<file path="config.mk">
export PLATFORM = sky130hd
export DESIGN_NAME = quad_trackball
export DESIGN_NICKNAME = d
export VERILOG_FILES = /design/src/rtl/quad_trackball.sv
export SDC_FILE = /design/constraint.sdc
export NUM_CORES = 1
export LEC_CHECK = 0
export ABC_AREA = 1
export BUFFER_PORTS_ARGS = -buffer_cell sky130_fd_sc_hd__buf_2
export CAP_MARGIN = 20
export CORE_ASPECT_RATIO = 0.8
export CORE_UTILIZATION = 60
export DETAILED_ROUTE_END_ITERATION = 8
export PLACE_DENSITY = 0.78
export SLEW_MARGIN = 15
export SYNTH_ARGS = -nofsm -noshare
export SYNTH_HDL_FRONTEND = slang
export SYNTH_SLANG_ARGS = --single-unit
</file>
<file path="constraint.sdc">
create_clock -name clk -period 6.2 [get_ports clk]
set_input_delay 0 -clock clk [delete_from_list [all_inputs] [get_ports clk]]
set_output_delay 0 -clock clk [all_outputs]
set_load 0.1 [all_outputs]
</file>
<file path="src/rtl/quad_trackball.sv">
// quad_trackball: N-axis trackball/spinner emulator.
// Signed motion deltas are collected into a per-axis saturating step backlog.
// The backlog is drained one Gray-coded quadrature step at a time. The step
// period shortens as the backlog grows.
module quad_trackball #(
  parameter int NUM_AXES     = 2,
  parameter int DELTA_W      = 9,
  parameter int ACC_W        = 12,
  parameter int PERIOD_W     = 16,
  parameter int BASE_PERIOD  = 3000,
  parameter int PERIOD_SHIFT = 4,
  parameter int IDLE_CLEAR   = 0
) (
  input  logic                         clk,
  input  logic                         reset_n,
  input  logic                         mouse_strobe,
  input  logic [NUM_AXES*DELTA_W-1:0]  mouse_delta,
  input  logic [1:0]                   speed,
  input  logic [NUM_AXES-1:0]          flip,
  input  logic                         clear,
  output logic [NUM_AXES-1:0]          quad_a,
  output logic [NUM_AXES-1:0]          quad_b,
  output logic [NUM_AXES-1:0]          step,
  output logic [NUM_AXES-1:0]          busy
);

  // Wide enough for the largest backlog plus a x16-scaled delta without overflow.
  localparam int SUM_W  = ACC_W + DELTA_W + 6;
  localparam logic signed [SUM_W-1:0] ACC_MAX = SUM_W'((2 ** (ACC_W - 1)) - 1);
  localparam logic signed [SUM_W-1:0] ACC_MIN = SUM_W'(-((2 ** (ACC_W - 1)) - 1));
  localparam int IDLE_W = (IDLE_CLEAR > 1) ? $clog2(IDLE_CLEAR + 1) : 1;

  typedef enum logic {S_IDLE, S_RUN} state_t;

  logic       strobe_prev_reg;
  logic       primed_reg;
  logic       strobe_event;
  logic [2:0] shift_amt;

  // Track the toggle strobe; the first clock after reset only primes the history.
  always_ff @(posedge clk or negedge reset_n) begin
    if (!reset_n) begin
      strobe_prev_reg <= 1'b0;
      primed_reg      <= 1'b0;
    end else begin
      strobe_prev_reg <= mouse_strobe;
      primed_reg      <= 1'b1;
    end
  end

  assign strobe_event = primed_reg && (mouse_strobe != strobe_prev_reg);

  // Decode speed into a left-shift amount (x1, x2, x4, x16).
  always_comb begin
    shift_amt = 3'd0;
    case (speed)
      2'd0:    shift_amt = 3'd0;
      2'd1:    shift_amt = 3'd1;
      2'd2:    shift_amt = 3'd2;
      default: shift_amt = 3'd4;
    endcase
  end

  genvar gi;
  generate
    for (gi = 0; gi < NUM_AXES; gi++) begin : g_axis
      state_t                   state_reg;
      logic signed [ACC_W-1:0]  acc_reg;
      logic signed [ACC_W-1:0]  acc_next;
      logic [PERIOD_W-1:0]      count_reg;
      logic [PERIOD_W-1:0]      period_reg;
      logic [PERIOD_W-1:0]      period_next;
      logic                     a_reg;
      logic                     b_reg;
      logic                     step_reg;
      logic                     busy_reg;
      logic signed [SUM_W-1:0]  delta_ext;
      logic signed [SUM_W-1:0]  scaled;
      logic signed [SUM_W-1:0]  acc_ext;
      logic signed [SUM_W-1:0]  adjust;
      logic signed [SUM_W-1:0]  sum;
      logic [ACC_W-1:0]         acc_abs;
      logic [7:0]               mag8;
      logic                     step_fire;
      logic                     fwd;
      logic                     idle_expire;

      assign delta_ext = {{(SUM_W-DELTA_W){mouse_delta[gi*DELTA_W+DELTA_W-1]}},
                          mouse_delta[gi*DELTA_W +: DELTA_W]};
      assign scaled    = delta_ext <<< shift_amt;
      assign acc_ext   = {{(SUM_W-ACC_W){acc_reg[ACC_W-1]}}, acc_reg};

      // A step is due once the counter has covered the period; clearing wins.
      assign step_fire = (state_reg == S_RUN) && (acc_reg != '0) &&
                         (count_reg >= period_reg) && !clear && !idle_expire;
      // Step toward zero: a positive backlog moves forward unless the axis is flipped.
      assign fwd       = (~acc_reg[ACC_W-1]) ^ flip[gi];
      assign adjust    = !step_fire ? '0 :
                         (acc_reg[ACC_W-1] ? {SUM_W{1'b1}} : SUM_W'(1));
      assign sum       = acc_ext + (strobe_event ? scaled : '0) - adjust;

      // Saturate the new backlog; clear or idle timeout discards it.
      always_comb begin
        acc_next = sum[ACC_W-1:0];
        if (clear || idle_expire) begin
          acc_next = '0;
        end else if (sum > ACC_MAX) begin
          acc_next = ACC_MAX[ACC_W-1:0];
        end else if (sum < ACC_MIN) begin
          acc_next = ACC_MIN[ACC_W-1:0];
        end
      end

      // Period shrinks with backlog magnitude (clamped to 255).
      assign acc_abs     = acc_reg[ACC_W-1] ? (~acc_reg + ACC_W'(1)) : acc_reg;
      assign mag8        = (acc_abs > ACC_W'(255)) ? 8'hFF : acc_abs[7:0];
      assign period_next = PERIOD_W'(BASE_PERIOD) +
                           (PERIOD_W'(8'hFF - mag8) << PERIOD_SHIFT);

      if (IDLE_CLEAR != 0) begin : g_idle
        localparam logic [IDLE_W-1:0] IDLE_LIMIT = IDLE_W'(IDLE_CLEAR);
        logic [IDLE_W-1:0] idle_cnt_reg;

        // Count clocks since the last strobe event, holding at the limit.
        always_ff @(posedge clk or negedge reset_n) begin
          if (!reset_n) begin
            idle_cnt_reg <= '0;
          end else if (strobe_event || clear) begin
            idle_cnt_reg <= '0;
          end else if (idle_cnt_reg != IDLE_LIMIT) begin
            idle_cnt_reg <= idle_cnt_reg + IDLE_W'(1);
          end
        end

        assign idle_expire = (idle_cnt_reg == IDLE_LIMIT) && !strobe_event;
      end else begin : g_no_idle
        assign idle_expire = 1'b0;
      end

      // Step FSM with backlog, period, quadrature phase and status registers.
      always_ff @(posedge clk or negedge reset_n) begin
        if (!reset_n) begin
          state_reg  <= S_IDLE;
          acc_reg    <= '0;
          count_reg  <= '0;
          period_reg <= '0;
          a_reg      <= 1'b0;
          b_reg      <= 1'b0;
          step_reg   <= 1'b0;
          busy_reg   <= 1'b0;
        end else begin
          acc_reg    <= acc_next;
          busy_reg   <= (acc_next != '0);
          period_reg <= period_next;
          step_reg   <= step_fire;
          if (step_fire) begin
            if (fwd) begin
              a_reg <= b_reg;
              b_reg <= ~a_reg;
            end else begin
              a_reg <= ~b_reg;
              b_reg <= a_reg;
            end
          end
          if (clear || idle_expire) begin
            state_reg <= S_IDLE;
            count_reg <= '0;
          end else begin
            case (state_reg)
              S_IDLE: begin
                count_reg <= '0;
                if (acc_reg != '0) state_reg <= S_RUN;
              end
              default: begin
                if (acc_reg == '0) begin
                  state_reg <= S_IDLE;
                  count_reg <= '0;
                end else if (step_fire) begin
                  count_reg <= '0;
                end else if (count_reg != {PERIOD_W{1'b1}}) begin
                  count_reg <= count_reg + PERIOD_W'(1);
                end
              end
            endcase
          end
        end
      end

      assign quad_a[gi] = a_reg;
      assign quad_b[gi] = b_reg;
      assign step[gi]   = step_reg;
      assign busy[gi]   = busy_reg;
    end
  endgenerate

endmodule

</file>
=== Word-level counts from Yosys, hierarchy flattened ===
Index checks and enable logic that the tools add are counted.

* Muxes and demuxes: 39
* Bitwise gates (word level): 10
* Add/subtract/negate cells: 12
* Equality and inequality tests: 7
* Reductions and logical operators: 15
* Shift operators: 2
* Order comparisons: 8

{| class="wikitable"
|+ Operators by type and width
! kind !! number
|-
| $mux W27 || 6
|-
| $mux W16 || 10
|-
| $mux W12 || 8
|-
| $add A27 B27 Y27 || 2
|-
| $gt A27 B12 Y1 const B || 2
|-
| $lt A27 B12 Y1 const B || 2
|-
| $sshl A9 B3 Y27 || 2
|-
| $sub A27 B27 Y27 || 2
|-
| $reduce_bool A12 Y1 || 4
|-
| $add A16 B1 Y16 const B || 2
|-
| $ge A16 B16 Y1 || 2
|-
| $ne A16 B16 Y1 const B || 2
|-
| $add A13 B13 Y14 const A || 2
|-
| $add A12 B2 Y12 const B || 2
|-
| $gt A12 B8 Y1 const B || 2
|-
| $logic_not A12 Y1 || 2
|-
| $not A12 Y12 || 2
|-
| $sub A8 B8 Y9 const A || 2
|-
| $mux W8 || 2
|-
| $mux W1 || 12
|-
| $ne A5 B2 Y1 const B || 2
|-
| $pmux W3 S3 || 1
|-
| $logic_and A1 B1 Y1 || 7
|-
| $not A1 Y1 || 6
|-
| 6 further kinds || 7
|}

* Output and inout bits: 8
* Register bits after elaboration: 96
* Logic and storage cells: 111
* Input port bits: 26

=== Longest topological paths before layout ===
Gate-level depths: netlist of run 1.

* Depth in word-level cells: 11
* Mapped depth: 39
* Mapped depth without buffers: 38

=== Least setup slack after synthesis of run 1 ===
Ideal clock, no wire load.

* Kind: flip-flop to flip-flop
* Start point: reg g_axis[0].count_reg[3]
* End point: reg g_axis[0].busy_reg
* Setup time: 0.119 ns
* Required time: 6.081 ns
* Setup slack: 1.457 ns
* Clock period less this slack: 4.743 ns
* Path buffers: 1
* Data arrival time: 4.625 ns
* Cell stages (with the launch flop): 35
* Cell sequence: dfrtp_1 -> inv_1 -> ha_1 -> nand3_1 -> nand2_1 -> a21oi_1 -> nor2_1 -> o21ai_1 -> nand2_1 -> nand2_1 -> nand2_1 -> a21oi_1 -> o21ai_1 -> nand2_1 -> nor2_1 -> inv_1 -> fa_1 -> ha_1 -> a21oi_1 -> nand2_1 -> nand2_1 -> nand2_1 -> nand2_1 -> nand2_1 -> nand2_1 -> nand2_1 -> nor2_1 -> nand4_1 -> nand2_1 -> nand2_2 -> buf_6 -> nand3b_1 -> nand3_1 -> nor2_1 -> nand2_1

* Word-level cells in the longest chain between the ends: 10
* Elaborated cells between the ends (all ways): 11
* Those cells by class: 1 x add/sub; 3 x order compare; 4 x mux; 3 x reduce/logical

{| class="wikitable"
|+ RTL lines
! what !! line !! RTL
|-
| start, declared || 70 || <nowiki>logic [PERIOD_W-1:0] count_reg;</nowiki>
|-
| start signal, assigned || 181 || <nowiki>count_reg <= count_reg + PERIOD_W'(1);</nowiki>
|-
| $ge A16 B16 Y1 (*) || 95 || <nowiki>(count_reg >= period_reg) && !clear && !idle_expire;</nowiki>
|-
| $logic_and A1 B1 Y1 (*) || 94 || <nowiki>assign step_fire = (state_reg == S_RUN) && (acc_reg != '0) &&</nowiki>
|-
| $logic_and A1 B1 Y1 (*) || 95 ||
|-
| $mux W27 (*) || 98 || <nowiki>assign adjust = !step_fire ? '0 :</nowiki>
|-
| $sub A27 B27 Y27 (*) || 100 || <nowiki>assign sum = acc_ext + (strobe_event ? scaled : '0) - adjust;</nowiki>
|-
| $lt A27 B12 Y1 || 109 || <nowiki>end else if (sum < ACC_MIN) begin</nowiki>
|-
| $mux W12 || 109 ||
|-
| $mux W12 (*) || 107 || <nowiki>end else if (sum > ACC_MAX) begin</nowiki>
|-
| $mux W12 (*) || 105 || <nowiki>if (clear || idle_expire) begin</nowiki>
|-
| $reduce_bool A12 Y1 (*) || 153 || <nowiki>busy_reg <= (acc_next != '0);</nowiki>
|-
| end signal, assigned || 153 ||
|-
| end, declared || 76 || <nowiki>logic busy_reg;</nowiki>
|}

Mark *: on every way between the ends. The rest lies on a longest branch, timed or not.
A chain may end at the register's enable or synchronous reset.

=== Final worst setup path of run 1 ===
* Start point: reg g_axis[1].acc_reg[1]
* End point: reg g_axis[1].busy_reg

* Word-level cells in the longest chain between the ends: 11
* Elaborated cells between the ends (all ways): 13
* Those cells by class: 2 x add/sub; 2 x order compare; 4 x mux; 5 x reduce/logical

{| class="wikitable"
|+ RTL lines
! what !! line !! RTL
|-
| start, declared || 68 || <nowiki>logic signed [ACC_W-1:0] acc_reg;</nowiki>
|-
| start signal, assigned || 152 || <nowiki>acc_reg <= acc_next;</nowiki>
|-
| parallel branches: the longest is 5 deep, another holds $add A27 B27 Y27 || n/a ||
|-
| $sub A27 B27 Y27 (*) || 100 ||
|-
| $lt A27 B12 Y1 || 109 ||
|-
| $mux W12 || 109 ||
|-
| $mux W12 (*) || 107 ||
|-
| $mux W12 (*) || 105 ||
|-
| $reduce_bool A12 Y1 (*) || 153 ||
|-
| end signal, assigned || 153 ||
|-
| end, declared || 76 ||
|}

Every way passes the cells marked *.

==> out/results.txt, run 1 <==
Cell area after synthesis = 0.00831 mm^2
Root Buffer = clkbuf_16
Layout Nets = 1377
First-pass GRT wire length = 31600 um
MaxCap Viol Count = 0
Data required, critical path = 6.43 ns
Clk_lat worst skew = 0.34 ns
PD cells = 555 mW/mm^2
IO buf count = 33
Critical Path Sink Type = flip-flop
H-tree Lvls = 3
DRT antenna net count = 0
DR vias = 7490
Die Ht = 107 um
Clock tree buffer depth = 2
Pwr Total = 4.95 mW
Fin crit period = 5.18 ns
Rel. slew slack = 0.508
Library cells used by synthesis = 53
Setup CP Type = reg -> reg
Final period util = 0.835
GRT Residual Overflow = 0
Row Count = 38
Vias in the first global route = 6817
Worst-path fanout max = 11
LEAKAGE = 4.93 nW
Initial Util = 0.613
Fin Setup TNS = 0 ns
GR Util All Layers = 0.275
CP startpoint = g_axis[1].acc_reg[1]
Slowest stage delay, CP = 0.46 ns
Share of cells above drive strength 1 = 0.0749
Worst min path class = in -> reg
CTS clk-pin slew, worst paths = 0.06 ns
Synth Instances = 1229
Reg2Reg Depth = 30
Startpoint types = flip-flop
Critical path's slowest cell = fa_1
Sequential share of the synthesized area = 0.259
Peak VDD IR = 0.443 mV
Largest net degree at the start of global routing = 61
Synthesized flop and latch total = 86
Area contributors post-synth = dfrtp_1 26%, nand2_1 15%, inv_1 11%, ha_1 9.9%, fa_1 5.3%
Initial antenna violation count = 0
Layout Cells excl Fill = 1448
WL/cell = 12.7 um
Final Hold Vio Count = 0
Proportion of netlist area held by the largest area contributor = 0.259
Die area = 0.0143 mm^2
Hpwl dp = 14700 um
I/O Pins = 34
Residual DRC count = 0
Final wirelength = 18400 um
Ant diodes = 0
TritonRoute pass-1 iters = 5
Initial DRC Count = 448
R2r setup slk = 1.02 ns
CTS Sinks = 86
Clock Skew = 0.00714 ns
Mean Syn Cell Area = 6.76 um^2
CTS tree = built
Fmax = 0.193 GHz
Cells after DPL = 1429
Main synth FF type = dfrtp_1
Post-synth top cells = 337 x nand2_1, 245 x inv_1, 114 x nor2_1
Cts bufs inserted = 9
Slew Viols, Final = 0
Arrival @ worst endpoint = 5.40 ns
P&R area growth vs syn = 7.24%
Post-synth EDFFs = 0
Hold Path Depth = 4
Via density = 5.17
Critical R2R Launch = g_axis[1].acc_reg[1]
Final setup fails = 0
Yosys warns = 0
CP endpoint = g_axis[1].busy_reg
Post-CTS setup buffers = 0
Most frequent CP cell = nand2_1
Synth area leader = dfrtp_1
RSZ-0062 raised after global routing = no
Die X = 134 um
Core Area = 0.0136 mm^2
Ys async rst share = 1.00
Count leader, synth = nand2_1
Worst-Margin Slew = 0.738 ns
Reg-to-reg endpoint = g_axis[1].busy_reg
Largest register FFs = 32
RePlAce Congestion = 0.982
Status = complete, no violations
layout make-up:
type / instances / area [um^2]
Inverter: 253 / 950
Multi-Input combinational cell: 870 / 5060
Clock buffer: 12 / 246
Tap cell: 180 / 225
Clock inverter: 4 / 22.5
Fill cell: 1201 / 4640
Sequential cell: 86 / 2150
Timing Repair Buffer: 43 / 250
repair_timing:
item                      CTS  global route
hold endpoints to repair   29             0
hold buffers                3             0
gates resized for setup     0             0
stage by stage:
step                       util  area (um^2)  hold slack, ns  setup WS [ns]
after floorplan               -         8320          -0.296           1.46
after global placement    0.635         8610         -0.0653           1.17
after detailed placement  0.635         8610         -0.0635           1.10
after CTS                 0.658         8910          0.0888           1.08
after global routing      0.658         8910           0.123          0.504
final                     0.658         8910          0.0847           1.02
routing by layer:
layer	wire length [um]	up-vias	global-route usage
met5	0	-	0
met4	239	0	0.0763
met3	1150	19	0.0386
met2	8030	224	0.434
met1	8980	3348	0.393
li1	-	3899	-
how the worst min path moves through the flow:
stage	from	to	slack, ns
after floorplan	reset_n	g_axis[0].a_reg	-0.30
after global placement	reset_n	g_axis[1].count_reg[8]	-0.07
after detailed placement	reset_n	g_axis[1].count_reg[9]	-0.06
after CTS	flip[0]	g_axis[0].a_reg	0.09
after global routing	flip[0]	g_axis[0].a_reg	0.12
final	flip[0]	g_axis[0].a_reg	0.08
worst max-delay path, delay by kind of cell (launching register included):
kind | cells | cell delay, ns
simple gates | 23 | 2.90
fa+ha+maj | 3 | 1.11
buf+inv | 4 | 0.64
flops | 1 | 0.39
report_power, final:
part | leakage [nW] | switching [mW] | internal (mW)
logic | 3.71 | 2.38 | 1.23
clock network | 0.132 | 0.214 | 0.280
registers | 1.08 | 0.124 | 0.717
cell families after synthesis:
group                    share of synthesized area
AO/OA/AOI/OAI                               0.0904
XOR/XNOR                                    0.0495
adder cells (fa/ha/maj)                      0.152
buffers and inverters                        0.133
flip-flops                                   0.259
other                                     0.000904
AND/OR/NAND/NOR                              0.315
layout by cell type, fill, tap and decap left out, drive strengths merged, types with 2 or more instances in the layout:
cell,n
nor3b,4
a211oi,6
nand3b,10
nor4,7
and2,2
inv,250
or2,7
ha,66
o31ai,2
nand3,65
nor2,119
nor3,25
nand4,11
xnor2,10
o2111ai,2
a22oi,5
conb,5
xor2,37
dlygate4sd3,3
buf,40
dfrtp,86
a21oi,43
clkinv,6
o21ai,38
a31oi,5
nand2,353
fa,22
clkbuf,12
o22ai,6
o211ai,13
Power figures use the tool's default switching activity.
==> inputs of run 2 (changes only) <==
==> constraint.sdc (replaced) <==
create_clock -name clk -period 5.25 [get_ports clk]
set_input_delay 0 -clock clk [delete_from_list [all_inputs] [get_ports clk]]
set_output_delay 0 -clock clk [all_outputs]
set_load 0.1 [all_outputs]
==> out/results.txt, run 2 (synthesized netlist as in run 1, its figures left out) <==
Status = finished, violations left
Failing checks = design-rule violations
MaxCap Viol Count = 0 (unchanged)
Hold_ws = 0.0722 ns (-0.0125 ns)
Switch share = 0.543 (-0.00606)
Ant diodes = 0 (unchanged)
Startpoint types = flip-flop
Initial Util = 0.613 (unchanged)
Worst-Margin Slew = 0.768 ns (+0.0295 ns)
Critical path's slowest cell = fa_1
CTS clk-pin slew, worst paths = 0.06 ns (about the same)
GRT Residual Overflow = 0 (unchanged)
Most frequent cells in the layout = 335 x nand2_1, 244 x inv_1, 112 x nor2_1, 86 x dfrtp_1, 66 x ha_1
WL/cell = 12.7 um (+0.31%)
Most frequent CP cell = nand2_1
Switching Power = 3.25 mW (+20%)
Row Count = 38 (unchanged)
Clk pwr share = 0.115 (+0.015)
Seq pwr share = 0.164 (-0.006)
Core Area = 0.0136 mm^2 (unchanged)
Initial antenna violation count = 0 (unchanged)
Final setup fails = 0 (unchanged)
Slew Viols, Final = 0 (unchanged)
Largest net degree at the start of global routing = 87 (+43%)
Final wirelength = 18500 um (+0.37%)
Place WS = 0.157 ns (-0.947 ns)
Clk_lat worst skew = 0.34 ns (about the same)
Die Ht = 107 um (unchanged)
Setup CP Type = reg -> reg
Initial DRC Count = 504 (+13%)
TritonRoute pass-1 iters = 7 (+2)
Final worst slack = 0.479 ns (-0.545 ns)
CTS tree = built
Layout Nets = 1378 (+0.073%)
P&R area growth vs syn = 8.24%
RePlAce Congestion = 0.928 (-5.6%)
DR vias = 7579 (+1.2%)
First-pass GRT wire length = 31600 um (about the same)
Worst min path class = in -> reg
Via density = 5.23 (+1.1%)
RSZ-0062 raised after global routing = no
Finished Core Util = 0.664 (+0.00609)
Fmax = 0.210 GHz (+8.5%)
Largest register FFs = 32 (unchanged)
Cts bufs inserted = 9 (unchanged)
Slowest stage delay, CP = 0.51 ns (+0.05 ns)
Rel. slew slack = 0.488 (-0.0197)
Final period util = 0.909 (+0.0740)
Root Buffer = clkbuf_16
Post-CTS setup buffers = 0 (unchanged)
Fin crit period = 4.77 ns (-0.405 ns)
Critical Path Sink Type = flip-flop
Residual DRC count = 1 (+1)
PD cells = 666 mW/mm^2 (+20%)
I/O Pins = 34 (unchanged)
CTS Sinks = 86 (unchanged)
DRT antenna net count = 0 (unchanged)
GR Util All Layers = 0.274 (-0.000312)
Peak VDD IR = 0.416 mV (-6.0%)
Fill cells = 1228 (+2.2%)
Fin Setup TNS = 0 ns (unchanged)
Worst-path fanout max = 11 (unchanged)
Int Pwr = 2.74 mW (+23%)
LEAKAGE = 4.96 nW (+0.71%)
Gate power share = 0.721 (-0.009)
Data required, critical path = 5.48 ns (-0.95 ns)
Die X = 134 um (unchanged)
IO buf count = 33 (unchanged)
Die area = 0.0143 mm^2 (unchanged)
Clock Skew = 0.00782 ns (+0.000675 ns)
Register area = 0.00215 mm^2 (unchanged)
Final Hold Vio Count = 0 (unchanged)
H-tree Lvls = 3 (unchanged)
Multi-input logic area = 0.00509 mm^2 (+0.47%)
Vias in the first global route = 6843 (+0.38%)
Clock tree buffer depth = 2 (unchanged)
Arrival @ worst endpoint = 5.00 ns (-0.40 ns)
Most common cell after layout, fill and taps aside = nand2_1
Share of cells above drive strength 1 = 0.0804 (+0.00546)
Hpwl dp = 14700 um (about the same)
Pwr Total = 5.99 mW (+21%)
run 2: per-layer routing:
metal,vias up,global-route usage,share of wire
li1,3889,-,-
met1,3460,0.400,0.49
met2,214,0.425,0.44
met3,16,0.0400,0.055
met4,0,0.0739,0.012
met5,-,0,0
run 2: worst max-delay path, delay by kind of cell (launching register included):
kind	cells	cell delay, ns
simple gates	25	2.73
fa+ha+maj	3	1.08
buf+inv	4	0.43
flops	1	0.41
run 2: layout make-up:
type	count	share of cell area
multi-input combinational	870	0.566
sequential	86	0.239
inverter	253	0.106
timing repair buffer	44	0.0291
clock buffer	12	0.0274
tap	180	0.0250
clock inverter	4	0.00779
run 2: worst paths after layout:
| check | slack, ns | depth (start not counted) | start | endpoint |
|---|---|---|---|---|
| max | 0.48 | 32 | g_axis[1].acc_reg[0] | g_axis[1].busy_reg |
| min | 0.07 | 4 | flip[0] | g_axis[0].a_reg |
| max reg2reg | 0.48 | 32 | g_axis[1].acc_reg[0] | g_axis[1].busy_reg |
| min reg2reg | 0.47 | 1 | g_axis[1].count_reg[0] | g_axis[1].count_reg[0] |
| max in group asynchronous | 4.44 | 2 | reset_n | g_axis[1].period_reg[4] |
| min in group asynchronous | 0.27 | 2 | reset_n | g_axis[1].count_reg[9] |
run 2: metrics by stage:
step	instances	instance area (um^2)
after floorplan	1232	8320
after global placement	1430	8620
after detailed placement	1430	8620
after CTS	1449	8960
after global routing	1449	8990
final	1449	8990
run 2: timing repair:
| action | CTS | global route |
|---|---|---|
| hold endpoints to repair | 88 | 0 |
| gates resized for setup | 0 | 8 |
| hold buffers | 3 | 0 |
| endpoints found under the setup margin | 0 | 13 |
run 2: power by group through the flow:
| stage | Combinational, mW | Clock [mW] | Sequential, mW |
|---|---|---|---|
| floorplan | 3.54 | 0 | 0.941 |
| global placement | 4.17 | 0 | 0.988 |
| detailed placement | 4.25 | 0 | 0.992 |
| CTS | 4.28 | 0.698 | 0.981 |
| global route | 4.93 | 0.724 | 1.00 |
| finish | 4.32 | 0.687 | 0.983 |
